<file path="src/rtl/decimator_avg.sv">
// Decimating stage between the low-pass filter and the downstream consumer.
// Groups of N = 2**DECIM_LOG2 accepted samples produce one output sample.
// With DECIM_AVG_EN defined the output is the floor average of the group;
// otherwise it is the first sample of each group (plain decimation).
// Synchronous active-low reset on aresetn, single clock aclk.

module decimator_avg #(
    parameter int DECIM_LOG2 = 2
) (
    input  logic        aclk,
    input  logic        aresetn,
    input  logic [31:0] s_axis_data_tdata,
    input  logic        s_axis_data_tvalid,
    output logic        s_axis_data_tready,
    output logic [31:0] m_axis_data_tdata,
    output logic        m_axis_data_tvalid,
    input  logic        m_axis_data_tready
);

    localparam int AW = 32 + DECIM_LOG2;
    localparam logic [DECIM_LOG2-1:0] LAST_PHASE = '1;

    typedef enum logic {
        ACCUM,
        HOLD
    } state_t;

    state_t                 state_q, state_d;
    logic [DECIM_LOG2-1:0]  count_q, count_d;
    logic [31:0]            tdata_q, tdata_d;
    logic                   inXfer;
    logic                   outXfer;
    logic                   finalXfer;
    logic [31:0]            result;

    assign m_axis_data_tvalid = (state_q == HOLD);
    assign s_axis_data_tready = !m_axis_data_tvalid || m_axis_data_tready;
    assign m_axis_data_tdata  = tdata_q;

    assign inXfer    = s_axis_data_tvalid && s_axis_data_tready;
    assign outXfer   = m_axis_data_tvalid && m_axis_data_tready;
    assign finalXfer = inXfer && (count_q == LAST_PHASE);

`ifdef DECIM_AVG_EN
    logic signed [AW-1:0] acc_q, acc_d;
    logic signed [AW-1:0] sampleExt;
    logic signed [AW-1:0] sum;

    assign sampleExt = {{DECIM_LOG2{s_axis_data_tdata[31]}}, s_axis_data_tdata};
    assign sum       = acc_q + sampleExt;
    // Dropping the low DECIM_LOG2 bits of the full sum is the floor average.
    assign result    = sum[AW-1:DECIM_LOG2];

    // Accumulator: restart on phase 0, otherwise add the sign-extended sample
    always_comb begin
        acc_d = acc_q;
        if (inXfer) begin
            if (count_q == '0) begin
                acc_d = sampleExt;
            end else begin
                acc_d = sum;
            end
        end
    end

    // Accumulator register
    always_ff @(posedge aclk) begin
        if (!aresetn) begin
            acc_q <= '0;
        end else begin
            acc_q <= acc_d;
        end
    end
`else
    logic [31:0] first_q, first_d;

    assign result = first_q;

    // Capture the first sample of each group; it becomes the group result
    always_comb begin
        first_d = first_q;
        if (inXfer && (count_q == '0)) begin
            first_d = s_axis_data_tdata;
        end
    end

    // First-sample register
    always_ff @(posedge aclk) begin
        if (!aresetn) begin
            first_q <= '0;
        end else begin
            first_q <= first_d;
        end
    end
`endif

    // Next state, phase counter and output data selection
    always_comb begin
        state_d = state_q;
        count_d = count_q;
        tdata_d = tdata_q;
        if (inXfer) begin
            count_d = count_q + 1'b1;
        end
        if (finalXfer) begin
            tdata_d = result;
        end
        case (state_q)
            ACCUM: begin
                if (finalXfer) begin
                    state_d = HOLD;
                end
            end
            HOLD: begin
                if (finalXfer) begin
                    state_d = HOLD;
                end else if (outXfer) begin
                    state_d = ACCUM;
                end
            end
            default: state_d = ACCUM;
        endcase
    end

    // State, counter and output registers
    always_ff @(posedge aclk) begin
        if (!aresetn) begin
            state_q <= ACCUM;
            count_q <= '0;
            tdata_q <= '0;
        end else begin
            state_q <= state_d;
            count_q <= count_d;
            tdata_q <= tdata_d;
        end
    end

endmodule

</file>
<file path="config.mk">
export PLATFORM = sky130hd
export DESIGN_NAME = decimator_avg
export DESIGN_NICKNAME = d
export VERILOG_FILES = /design/src/rtl/decimator_avg.sv
export SDC_FILE = /design/constraint.sdc
export NUM_CORES = 1
export LEC_CHECK = 0
export BUFFER_PORTS_ARGS = -buffer_cell sky130_fd_sc_hd__buf_2
export CAP_MARGIN = 20
export CORE_ASPECT_RATIO = 0.7
export CORE_UTILIZATION = 47
export CTS_CLUSTER_DIAMETER = 200
export DETAILED_ROUTE_END_ITERATION = 6
export PLACE_DENSITY = 0.76
export SLEW_MARGIN = 20
export SYNTH_ARGS = -nofsm -noshare
export SYNTH_HDL_FRONTEND = slang
export SYNTH_SLANG_ARGS = --single-unit
</file>
<file path="constraint.sdc">
create_clock -name aclk -period 1.7 [get_ports aclk]
set_input_delay 0.425 -clock aclk [delete_from_list [all_inputs] [get_ports aclk]]
set_output_delay 0.425 -clock aclk [all_outputs]
set_load 0.05 [all_outputs]
</file>
Word level (Yosys, flattened, before mapping)
Cells that the tools add are included.
{"block": "totals", "ff_bits": 67, "out_inout_bits": 34, "inputBits": 36}
{"block": "classes", "n_eq_ne": 1, "n_bitwise": 1, "reduce_logical": 7, "n_addsub": 1, "mux": 4}
{"cell": "1-bit logical AND", "n": 4}
{"cell": "1-bit 2-to-1 mux", "n": 3}
{"cell": "2-bit by 1-bit adder with 2-bit output (second input constant)", "n": 1}
{"cell": "2-bit equality test (second input constant)", "n": 1}
{"cell": "2-bit zero test", "n": 1}
{"cell": "1-bit one-hot mux with 2 select lines", "n": 1}
{"cell": "1-bit zero test", "n": 1}
{"cell": "1-bit logical OR", "n": 1}
{"cell": "1-bit NOT", "n": 1}

Longest topological paths before layout
Gate-level depths: netlist of run 1.
{"block": "depth", "ltp_word": 6, "depth_mapped": 6}

Worst setup path after synthesis of run 1
Ideal clock, no wire load.
{"block": "synth_timing", "kind": "register -> register", "from": "register state_q (netlist: m_axis_data_tvalid)", "to": "register tdata_q[21] (netlist: m_axis_data_tdata[21])", "slack_ns": 0.117, "setup_time_ns": 0.119, "n_path_buf": 3, "period_less_slack_ns": 1.583, "arrival_ns": 1.464, "required_time_ns": 1.581, "path_stages_with_launch": 7, "path_cell_list": "dfxtp_1 -> nand2b_4 -> buf_6 -> and3_4 -> buf_6 -> buf_12 -> mux2i_1"}
{"block": "synth_via", "elab_chain_cells": 4}
{"item": "start: declaration", "line": "28", "source": "state_t state_q, state_d;"}
{"item": "start signal: assignment", "line": "132", "source": "state_q <= state_d;"}
{"item": "1-bit zero test", "line": "37", "source": "assign s_axis_data_tready = !m_axis_data_tvalid || m_axis_data_tready;"}
{"item": "1-bit logical OR", "line": "37"}
{"item": "via s_axis_data_tready", "line": "14", "source": "output logic s_axis_data_tready,"}
{"item": "1-bit logical AND", "line": "40", "source": "assign inXfer = s_axis_data_tvalid && s_axis_data_tready;"}
{"item": "1-bit logical AND", "line": "42", "source": "assign finalXfer = inXfer && (count_q == LAST_PHASE);"}
{"item": "end signal: assignment", "line": "134", "source": "tdata_q <= tdata_d;"}
{"item": "end: declaration", "line": "30", "source": "logic [31:0] tdata_q, tdata_d;"}
The timed path passes the listed nets, and every way through them passes these cells.
A chain may end at the register's enable or synchronous reset.

Worst setup path after layout of run 1
{"block": "layout_timing", "from": "register state_q (netlist: m_axis_data_tvalid)", "to": "output port s_axis_data_tready"}
{"block": "layout_via", "elab_chain_cells": 2}
{"item": "1-bit zero test", "line": "37"}
{"item": "1-bit logical OR", "line": "37"}
{"item": "end: declaration", "line": "14"}
Every way passes these cells.

==> summary.txt, run 1 <==
Timing
  – Clk_skew: 9.94 ps
  – Hold Fails Final Rpt: 0
  – Slew headroom: 67.1%
  – Fmax achieved: 672 MHz
  – RSZ-0062 raised after global routing: no
  – Setup tns final: 0 ps
  – Min Hold Slack: 325 ps
  – Endpoints failing setup: 0
  – Tmin final: 1490 ps
  – Worst-Margin Slew: 492 ps
  – Final Max Tran Viols: 0
  – Period utilisation layout: 87.5%

Global routing
  – Gr ovfl total: 0
  – Global-route wire length before repair: 7860 um
  – Total track usage: 17.5%
  – Number of global-route vias before repair: 1798
  – Initial antenna violation count: 0
  – Largest net degree at the start of global routing: 102

Yosys
  – Synth Area in Compound Gates: 0.673%
  – Cell taking the most area after synthesis: dfxtp_1
  – Synth warn: 0
  – Yosys reg bits: 67
  – Mux cell area share after synthesis: 24.6%
  – Synth cell types: 18
  – Main area contributors after synthesis: dfxtp_1 52%, mux2i_1 25%, nand2_1 14%
  – Simple-Gate Fraction of Synth Area: 16.6%
  – Post-Syn Nets: 300
  – Syn Area/Cell: 9.93 um2
  – Syn Inst Count: 262
  – Mapped Area: 2600 um2
  – Sequential-to-total area share from yosys stat: 51.5%
  – Largest family of logic cells by synthesized area: multiplexers
  – Post-synth top area share: 51.5%
  – Xor/xnor share of the synthesized area: 0%
  – Adder-cell share of the synthesized area: 0.962%

Die
  – Rows: 22
  – Total I/O pin count: 70
  – Core box area: 5290 um2
  – Chip width: 90.9 um
  – Die ar.: 5840 um2
  – Die Y: 64.3 um
  – Initial core utilization: 49.2%

Worst setup path
  – Critical path fanouts, max: 8
  – WP data required: 1270 ps
  – Flop-to-flop setup slack: 350 ps
  – Crit Path Class: reg -> out
  – Worst Setup End Kind: output pin
  – Arr. time, crit path: 1060 ps
  – Critical Path Source Type: flop

Detailed routing
  – DR WL/cell: 11.3 um
  – Post-DR vias/cell: 4.69
  – Post-Route WL: 4560 um
  – Initial DRT Pass Iterations: 4
  – DRC violations left: 0
  – Vias: 1891
  – Initial drt markers: 38
  – Antenna viol nets, final: 0

Final layout
  – Fill count: 462
  – # diodes: 0
  – Design Area, Final: 3200 um2
  – Final #Nets: 364
  – Layout area overhead: 22.9%
  – Post-Layout Cell Count: 403
  – Fraction of layout cells with a size suffix above 1: 27.8%

Pwr
  – Max IR drop VDD: 0.000555 V
  – Pwr Density: 1100 nW/um2
  – Leakage: 1.50 nW
  – Overall Power: 3.53 mW

Placed design
  – Final GP Congestion: 0.769
  – DP HPWL: 3030 um
  – DP Cell Count: 387
  – Placed cell areas: 2950 um2
  – # port buffers: 69

Clock network
  – Sink Count: 67
  – # hold bufs at CTS: 0
  – Clock tree buffer depth: 2
  – Clock transition at the registers of the reported paths: 80 ps
  – Post-cts sizing count: 0
  – Htree depth: 3
  – CTS tree: yes
  – Post CTS Setup Buffer Count: 0
  – Worst skew pair latency: 340 ps
  – Num CTS Buffers: 9
  – Root Driver: clkbuf_8

Hold path
  – Hold/Removal Path Class: in -> reg

Job
  – Number of max-cap violations: 0

Status
  – Run status: finished, final reports clean
## state kept, by name (all words and copies together) (netlist names)
signal              count
first_q                32
m_axis_data_tdata      32
m_axis_data_tvalid      1
count_q                 2
## metal layers
layer / vias up / track usage, % / routed length [um]
met1: 852 / 20.7 / 2260
met2: 46 / 27.7 / 1950
met3: 10 / 8.69 / 282
met4: 0 / 5.95 / 70
li1: 983 / - / -
met5: - / 0 / 0
## synthesized netlist by cell type
cell type and count:
ha_1 2, mux2i_1 64, and3_4 2, buf_2 1, nand3_2 1, buf_6 6
inv_1 2, nand2b_4 1, nand2_1 98, o21ai_0 2, nand4_1 2, a21boi_0 1
and2_1 1, buf_12 1, buf_4 1, clkbuf_1 9, dfxtp_1 67, buf_1 1
## layout make-up
class / instances / area [um2] / share of cell area [%]
well taps: 72 / 90.1 / 2.82
multi-input cells: 174 / 1120 / 34.9
clock inverters: 6 / 113 / 3.52
clock buffers: 10 / 138 / 4.30
inverters: 2 / 7.51 / 0.235
repair buffers: 72 / 393 / 12.3
flip-flops and latches: 67 / 1340 / 41.9
## placed cells by master (no fill, tap or decap), drive strengths merged
cell,synthesis,routed
mux2i,64,64
nand4,2,2
nand2,98,98
bufinv,0,3
nand3,1,1
a21boi,1,1
and2,1,1
buf,10,72
nand2b,1,1
dfxtp,67,67
and3,2,2
clkbuf,9,10
inv,2,2
ha,2,2
o21ai,2,2
clkinvlp,0,3
## power breakdown
group | internal, mW | total, mW | switching [mW]
registers | 1.63 | 1.65 | 0.0179
clock network | 1.01 | 1.60 | 0.590
logic | 0.125 | 0.273 | 0.148
## cells by family (layout without fill, tap and decap cells)
| kind of cell | count (synthesis) | count (layout) |
|---|---|---|
| and+or+nand+nor | 105 | 105 |
| DFF | 67 | 67 |
| muxes | 64 | 64 |
| buffers and inverters | 21 | 90 |
| AOI/OAI and AO/OA | 3 | 3 |
| adders and majority gates | 2 | 2 |
## critical path, stage by stage (launching register included)
cell and delay, ps:
dfxtp_1 340, nand2b_4 120, buf_2 270
## metrics by stage
stage	setup WS [ps]	util [%]
finish	212	60.5
global route	147	60.5
CTS	195	60.5
detailed placement	247	55.8
global placement	273	55.8
floorplan	117	-
## path summary, 6_finish.rpt
check,cells past startpoint,startpoint,end
worst max-delay path,2,m_axis_data_tvalid,s_axis_data_tready
worst min-delay path,3,s_axis_data_tdata[17],first_q[17]
worst max register to register,3,count_q[1],m_axis_data_tvalid
worst min register to register,2,m_axis_data_tdata[26],m_axis_data_tdata[26]
Power figures use the tool's default switching activity.
==> run 2: changes to the inputs <==
--- a/config.mk
+++ b/config.mk
@@ -8,10 +8,10 @@
 export BUFFER_PORTS_ARGS = -buffer_cell sky130_fd_sc_hd__buf_2
 export CAP_MARGIN = 20
 export CORE_ASPECT_RATIO = 0.7
-export CORE_UTILIZATION = 47
+export CORE_UTILIZATION = 40
 export CTS_CLUSTER_DIAMETER = 200
 export DETAILED_ROUTE_END_ITERATION = 6
-export PLACE_DENSITY = 0.76
+export PLACE_DENSITY = 0.67
 export SLEW_MARGIN = 20
 export SYNTH_ARGS = -nofsm -noshare
 export SYNTH_HDL_FRONTEND = slang
==> run 2 against run 1 <==
Register-to-register slack got worse by 20 ps. Non-clock buffer count stayed put. Power shrank 2.3%. Critical path type unchanged. Critical endpoint unchanged. Largest cell class unchanged.
==> summary.txt, run 2 (same netlist as run 1, synthesis figures left out) <==
Status
  – Run status: finished, final reports clean

Global routing
  – Number of global-route vias before repair: 1774 (-1.3%)
  – Largest net degree at the start of global routing: 102 (unchanged)
  – Global-route wire length before repair: 7980 um (+1.6%)
  – Gr ovfl total: 0 (unchanged)
  – Initial antenna violation count: 1 (+1)
  – Total track usage: 15.2% (-2.3 points)

Final layout
  – Commonest cells after routing, fill and taps aside: 98 x nand2_1, 69 x buf_2, 67 x dfxtp_1, 64 x mux2i_1, 11 x clkbuf_8
  – Layout area overhead: 23.2%
  – Fill count: 578 (+25%)
  – Commonest non-fill, non-tap cell in the layout: nand2_1
  – Final #Nets: 364 (unchanged)
  – Fraction of layout cells with a size suffix above 1: 27.8% (unchanged)

Hold path
  – Hold/Removal Path Class: in -> reg
  – Hold_sp: s_axis_data_tdata[7]
  – Hold depth: 3 (unchanged)
  – Hold Crit Endpoint: first_q[7]

Pwr
  – Max IR drop VDD: 0.000559 V (+0.65%)
  – Pwr Density: 1070 nW/um2 (-2.6%)
  – Leakage: 1.50 nW (+0.33%)

Die
  – Initial core utilization: 41.7% (-7.6 points)
  – Core box area: 6250 um2 (+18%)
  – Die Y: 69.5 um (+8.1%)
  – Chip width: 98.4 um (+8.2%)
  – Total I/O pin count: 70 (unchanged)
  – Rows: 24 (+9.1%)
  – Die ar.: 6840 um2 (+17%)

Detailed routing
  – Initial DRT Pass Iterations: 6 (+2)
  – DR WL/cell: 11.8 um (+4.7%)
  – Vias: 1861 (-1.6%)
  – Initial drt markers: 67 (+76%)
  – Post-DR vias/cell: 4.54 (-3.3%)
  – DRC violations left: 0 (unchanged)
  – Antenna viol nets, final: 0 (unchanged)
  – Post-Route WL: 4860 um (+6.5%)

Worst setup path
  – Crit Path Class: reg -> out
  – Critical path launch point: m_axis_data_tvalid
  – WP data required: 1270 ps (about the same)
  – Flop-to-flop setup slack: 330 ps (-20 ps)
  – Arr. time, crit path: 1040 ps (-20 ps)
  – R2r worst-path depth: 3 (unchanged)
  – Worst flop-to-flop path startpoint: count_q[1]
  – Critical Path Source Type: flop
  – Worst Setup End Kind: output pin
  – Worst r2r dst: m_axis_data_tvalid
  – Critical path fanouts, max: 8 (unchanged)

Clock network
  – Post CTS Setup Buffer Count: 0 (unchanged)
  – Sink Count: 67 (unchanged)
  – Num CTS Buffers: 9 (unchanged)
  – Clock tree buffer depth: 2 (unchanged)
  – Worst skew pair latency: 340 ps (about the same)
  – Root Driver: clkbuf_8
  – Clock transition at the registers of the reported paths: 70 ps (about the same)
  – Post-cts sizing count: 0 (unchanged)
  – # hold bufs at CTS: 0 (unchanged)
  – CTS tree: yes
  – Htree depth: 3 (unchanged)

Timing
  – Slew headroom: 64.8% (-2.3 points)
  – Endpoints failing setup: 0 (unchanged)
  – Fmax achieved: 683 MHz (+1.6%)
  – Period utilisation layout: 86.2% (-1.4 points)
  – Setup tns final: 0 ps (unchanged)
  – RSZ-0062 raised after global routing: no
  – Min Hold Slack: 324 ps (-0.360 ps)
  – Worst-Margin Slew: 527 ps (+35.0 ps)
  – Hold Fails Final Rpt: 0 (unchanged)
  – Tmin final: 1460 ps (-23.1 ps)
  – Clk_skew: 8.90 ps (-1.04 ps)
  – Final Max Tran Viols: 0 (unchanged)

Placed design
  – Final GP Congestion: 0.705 (-8.3%)
  – # port buffers: 69 (unchanged)
  – DP HPWL: 3170 um (+4.7%)

Job
  – Number of max-cap violations: 0 (unchanged)
run 2: cell types whose count changed in the layout (fill, tap and decap cells not counted), sizes merged:
cell      change
clkinvlp      -2
diode         +1
clkinv        +2
bufinv        -1
clkbuf        +1
run 2: final cells by class:
class	count	area [um2]	share of cell area, %
clock inverter	5	85.1	2.65
tap	78	97.6	3.04
multi-input combinational	174	1120	34.8
clock buffer	11	151	4.72
sequential	67	1340	41.8
antenna	1	2.50	0.0780
timing repair buffer	72	405	12.6
inverter	2	7.51	0.234
run 2: layer usage:
| layer | global-route usage [%] | share of wire (%) |
|---|---|---|
| met4 | 6.97 | 0.60 |
| met3 | 7.46 | 8.1 |
| met1 | 19.2 | 51 |
| met5 | 0 | 0 |
| met2 | 21.9 | 40 |
run 2: power by group:
group / internal, mW / leakage, nW / switching, mW
sequential: 1.63 / 0.545 / 0.0181
clock: 0.911 / 0.116 / 0.603
combinational: 0.131 / 0.843 / 0.151
run 2: stage by stage:
stage	instance area (um2)	std cells	setup slack (ps)	power, mW	util (%)
5_1_grt	3200	409	178	3.58	51.3
2_1_floorplan	2600	262	117	1.89	-
6_report	3210	410	235	3.45	51.3
3_5_place_dp	2970	393	213	1.97	47.5
4_1_cts	3200	409	210	3.48	51.3
3_3_place_gp	2970	393	245	1.97	47.5
run 2: worst max path at each step:
| stage | to | cells past startpoint |
|---|---|---|
| floorplan | m_axis_data_tdata[21] | 6 |
| global placement | m_axis_data_tvalid | 4 |
| detailed placement | m_axis_data_tvalid | 4 |
| CTS | s_axis_data_tready | 2 |
| global route | s_axis_data_tready | 2 |
| finish | s_axis_data_tready | 2 |
run 2: worst max-delay path: stages (launching register included):
cell and delay (ps):
dfxtp_1 330, nand2b_4 110, buf_2 270
==> run 3: changes to the inputs <==
--- a/config.mk
+++ b/config.mk
@@ -11,7 +11,7 @@
 export CORE_UTILIZATION = 40
 export CTS_CLUSTER_DIAMETER = 200
 export DETAILED_ROUTE_END_ITERATION = 6
-export PLACE_DENSITY = 0.67
+export PLACE_DENSITY = 0.69
 export SLEW_MARGIN = 20
 export SYNTH_ARGS = -nofsm -noshare
 export SYNTH_HDL_FRONTEND = slang
==> constraint.sdc (replaced) <==
create_clock -name aclk -period 1.2 [get_ports aclk]
set_input_delay 0.3 -clock aclk [delete_from_list [all_inputs] [get_ports aclk]]
set_output_delay 0.3 -clock aclk [all_outputs]
set_load 0.05 [all_outputs]
==> run 3 against run 2 <==
The flow now finishes with violations (design-rule violations, negative setup slack). Power rose by 43%. Critical path depth did not move. Clock skew fell by 0.58 ps. Combinational power rose by 64%. Hold slack got worse by 130 ps. Sequential power rose by 42%. Design area rose by 13%. Routed wire length rose by 4.9%. Largest cell class unchanged. Highest routed layer unchanged.
==> summary.txt, run 3 (same netlist as run 1, synthesis figures left out) <==
Clock network
  – Worst skew pair latency: 340 ps (about the same)
  – Clock transition at the registers of the reported paths: 80 ps (about the same)
  – Num CTS Buffers: 9 (unchanged)
  – Root Driver: clkbuf_8
  – Htree depth: 3 (unchanged)
  – Clock tree buffer depth: 2 (unchanged)
  – Sink Count: 67 (unchanged)
  – CTS tree: yes

Die
  – Chip width: 98.4 um (unchanged)
  – Rows: 24 (unchanged)
  – Core box area: 6250 um2 (unchanged)
  – Initial core utilization: 41.7% (unchanged)
  – Die Y: 69.5 um (unchanged)
  – Die ar.: 6840 um2 (unchanged)
  – Total I/O pin count: 70 (unchanged)

Timing
  – Clk_skew: 8.32 ps (-0.578 ps)
  – Post-route setup slack: -23.9 ps (-259 ps)
  – Endpoints failing setup: 9 (+9)
  – RSZ-0062 raised after global routing: yes
  – Min Hold Slack: 194 ps (-130 ps)
  – Tmin final: 1220 ps
  – Fmax achieved: 817 MHz
  – Hold Fails Final Rpt: 0 (unchanged)
  – Setup tns final: -73.9 ps (-73.9 ps)
  – Final Max Tran Viols: 0 (unchanged)
  – Period utilisation layout: 102%
  – Worst-Margin Slew: 241 ps (-287 ps)
  – Slew headroom: 84.0% (+19 points)

Final layout
  – Commonest non-fill, non-tap cell in the layout: nand2_1
  – Fraction of layout cells with a size suffix above 1: 38.1% (+10 points)
  – Commonest cells after routing, fill and taps aside: 98 x nand2_1, 64 x mux2i_1, 42 x dfxtp_1, 35 x buf_2, 32 x buf_6
  – Register area: 1380 um2 (+2.5%)
  – Fill count: 544 (-5.9%)
  – Layout area overhead: 38.7%
  – # diodes: 0 (-1)
  – Final #Nets: 374 (+2.7%)
  – Area occupied by multi-input gates: 1130 um2 (+1.1%)
  – Post-Layout Cell Count: 419 (+2.2%)

Job
  – Number of max-cap violations: 0 (unchanged)

Global routing
  – Gr ovfl total: 0 (unchanged)
  – Global-route wire length before repair: 8200 um (+2.8%)
  – Total track usage: 15.5% (+0.28 points)
  – Initial antenna violation count: 0 (-1)
  – Largest net degree at the start of global routing: 60 (-41%)
  – Number of global-route vias before repair: 1863 (+5.0%)

Worst setup path
  – Worst Path Buf+Inv: 1 (unchanged)
  – Critical path fanouts, max: 4 (-4)
  – Critical path's slowest cell: dfxtp_4
  – CP max stage delay: 350 ps (+20 ps)
  – Worst Setup End Kind: output pin
  – Crit path max-delay family: flip-flops
  – CP Cell Sequence: nand2b_4 > buf_8
  – Crit Path Class: reg -> out
  – Arr. time, crit path: 920 ps (-120 ps)
  – WP data required: 900 ps (-370 ps)
  – Critical Path Source Type: flop

Status
  – Run status: finished, violations left
  – Failing checks: design-rule violations, negative setup slack

Placed design
  – # port buffers: 69 (unchanged)
  – DP Cell Count: 399 (+1.5%)
  – DP HPWL: 3180 um (about the same)
  – Final GP Congestion: 0.650 (-7.8%)

Detailed routing
  – Post-Route WL: 5090 um (+4.9%)
  – Initial drt markers: 61 (-9.0%)
  – Antenna viol nets, final: 0 (unchanged)
  – Vias: 1948 (+4.7%)
  – DR WL/cell: 12.2 um (+2.6%)
  – Post-DR vias/cell: 4.65 (+2.4%)
  – DRC violations left: 1 (+1)
  – Initial DRT Pass Iterations: 7 (+1)

Pwr
  – Leakage: 1.61 nW (+7.4%)
  – Max IR drop VDD: 0.000774 V (+38%)
  – Pwr Density: 1370 nW/um2 (+27%)
  – Overall Power: 4.95 mW (+43%)

Hold path
  – Hold/Removal Path Class: in -> reg
## run 3: changes by cell type in the layout (fill, tap and decap cells not counted), sizes merged
| cell | before | now |
|---|---|---|
| buf | 72 | 80 |
| clkbuf | 11 | 12 |
| clkinv | 2 | 3 |
| diode | 1 | 0 |
## run 3: metal layers
layer / track usage, % / part of all wire (%) / up-vias
met4: 6.97 / 1.3 / 0
met2: 24.9 / 44 / 43
li1: - / - / 1009
met1: 17.6 / 48 / 890
met5: 0 / 0 / -
met3: 7.36 / 5.9 / 6
## run 3: cell type report
class / instances / area share [%]
clock buffer: 10 / 4.12
clock inverter: 6 / 2.39
inverter: 2 / 0.208
multi-input combinational: 174 / 31.3
sequential: 67 / 38.1
tap: 78 / 2.70
timing repair buffer: 82 / 21.2
## run 3: power breakdown
part,switching [mW],internal (mW),total [mW]
clock network,0.852,1.29,2.14
registers,0.0272,2.31,2.34
logic,0.229,0.233,0.462
## run 3: worst paths after layout
path              cells past startpoint            startpoint  slack, ps               endpoint
hold reg to reg                       2           first_q[31]        460  m_axis_data_tdata[31]
setup reg to reg                      5            count_q[0]        -20            first_q[15]
setup / recovery                      2    m_axis_data_tvalid        -20     s_axis_data_tready
hold / removal                        3  s_axis_data_tdata[5]        190             first_q[5]
## run 3: repair_timing
item | in CTS | in global routing
setup endpoints to repair | 65 | 81
buffers inserted | 2 | 0
resized for setup | 56 | 42
pin swaps | 0 | 2
gates cloned | 0 | 2
hold buffers | 0 | 0
## run 3: worst min-delay path, cell delays in order
cell and delay, ps:
buf_2 90, nand2_1 40, mux2i_1 50
## run 3: per-stage QoR
| stage | instance area (um2) | worst slack (ps) | utilization, % |
|---|---|---|---|
| finish | 3610 | -23.9 | 57.8 |
| global route | 3610 | -86.3 | 57.8 |
| CTS | 3460 | -55.8 | 55.4 |
| detailed placement | 3050 | -29.6 | 48.9 |
| global placement | 3050 | 20.9 | 48.9 |
| floorplan | 2630 | -120 | - |
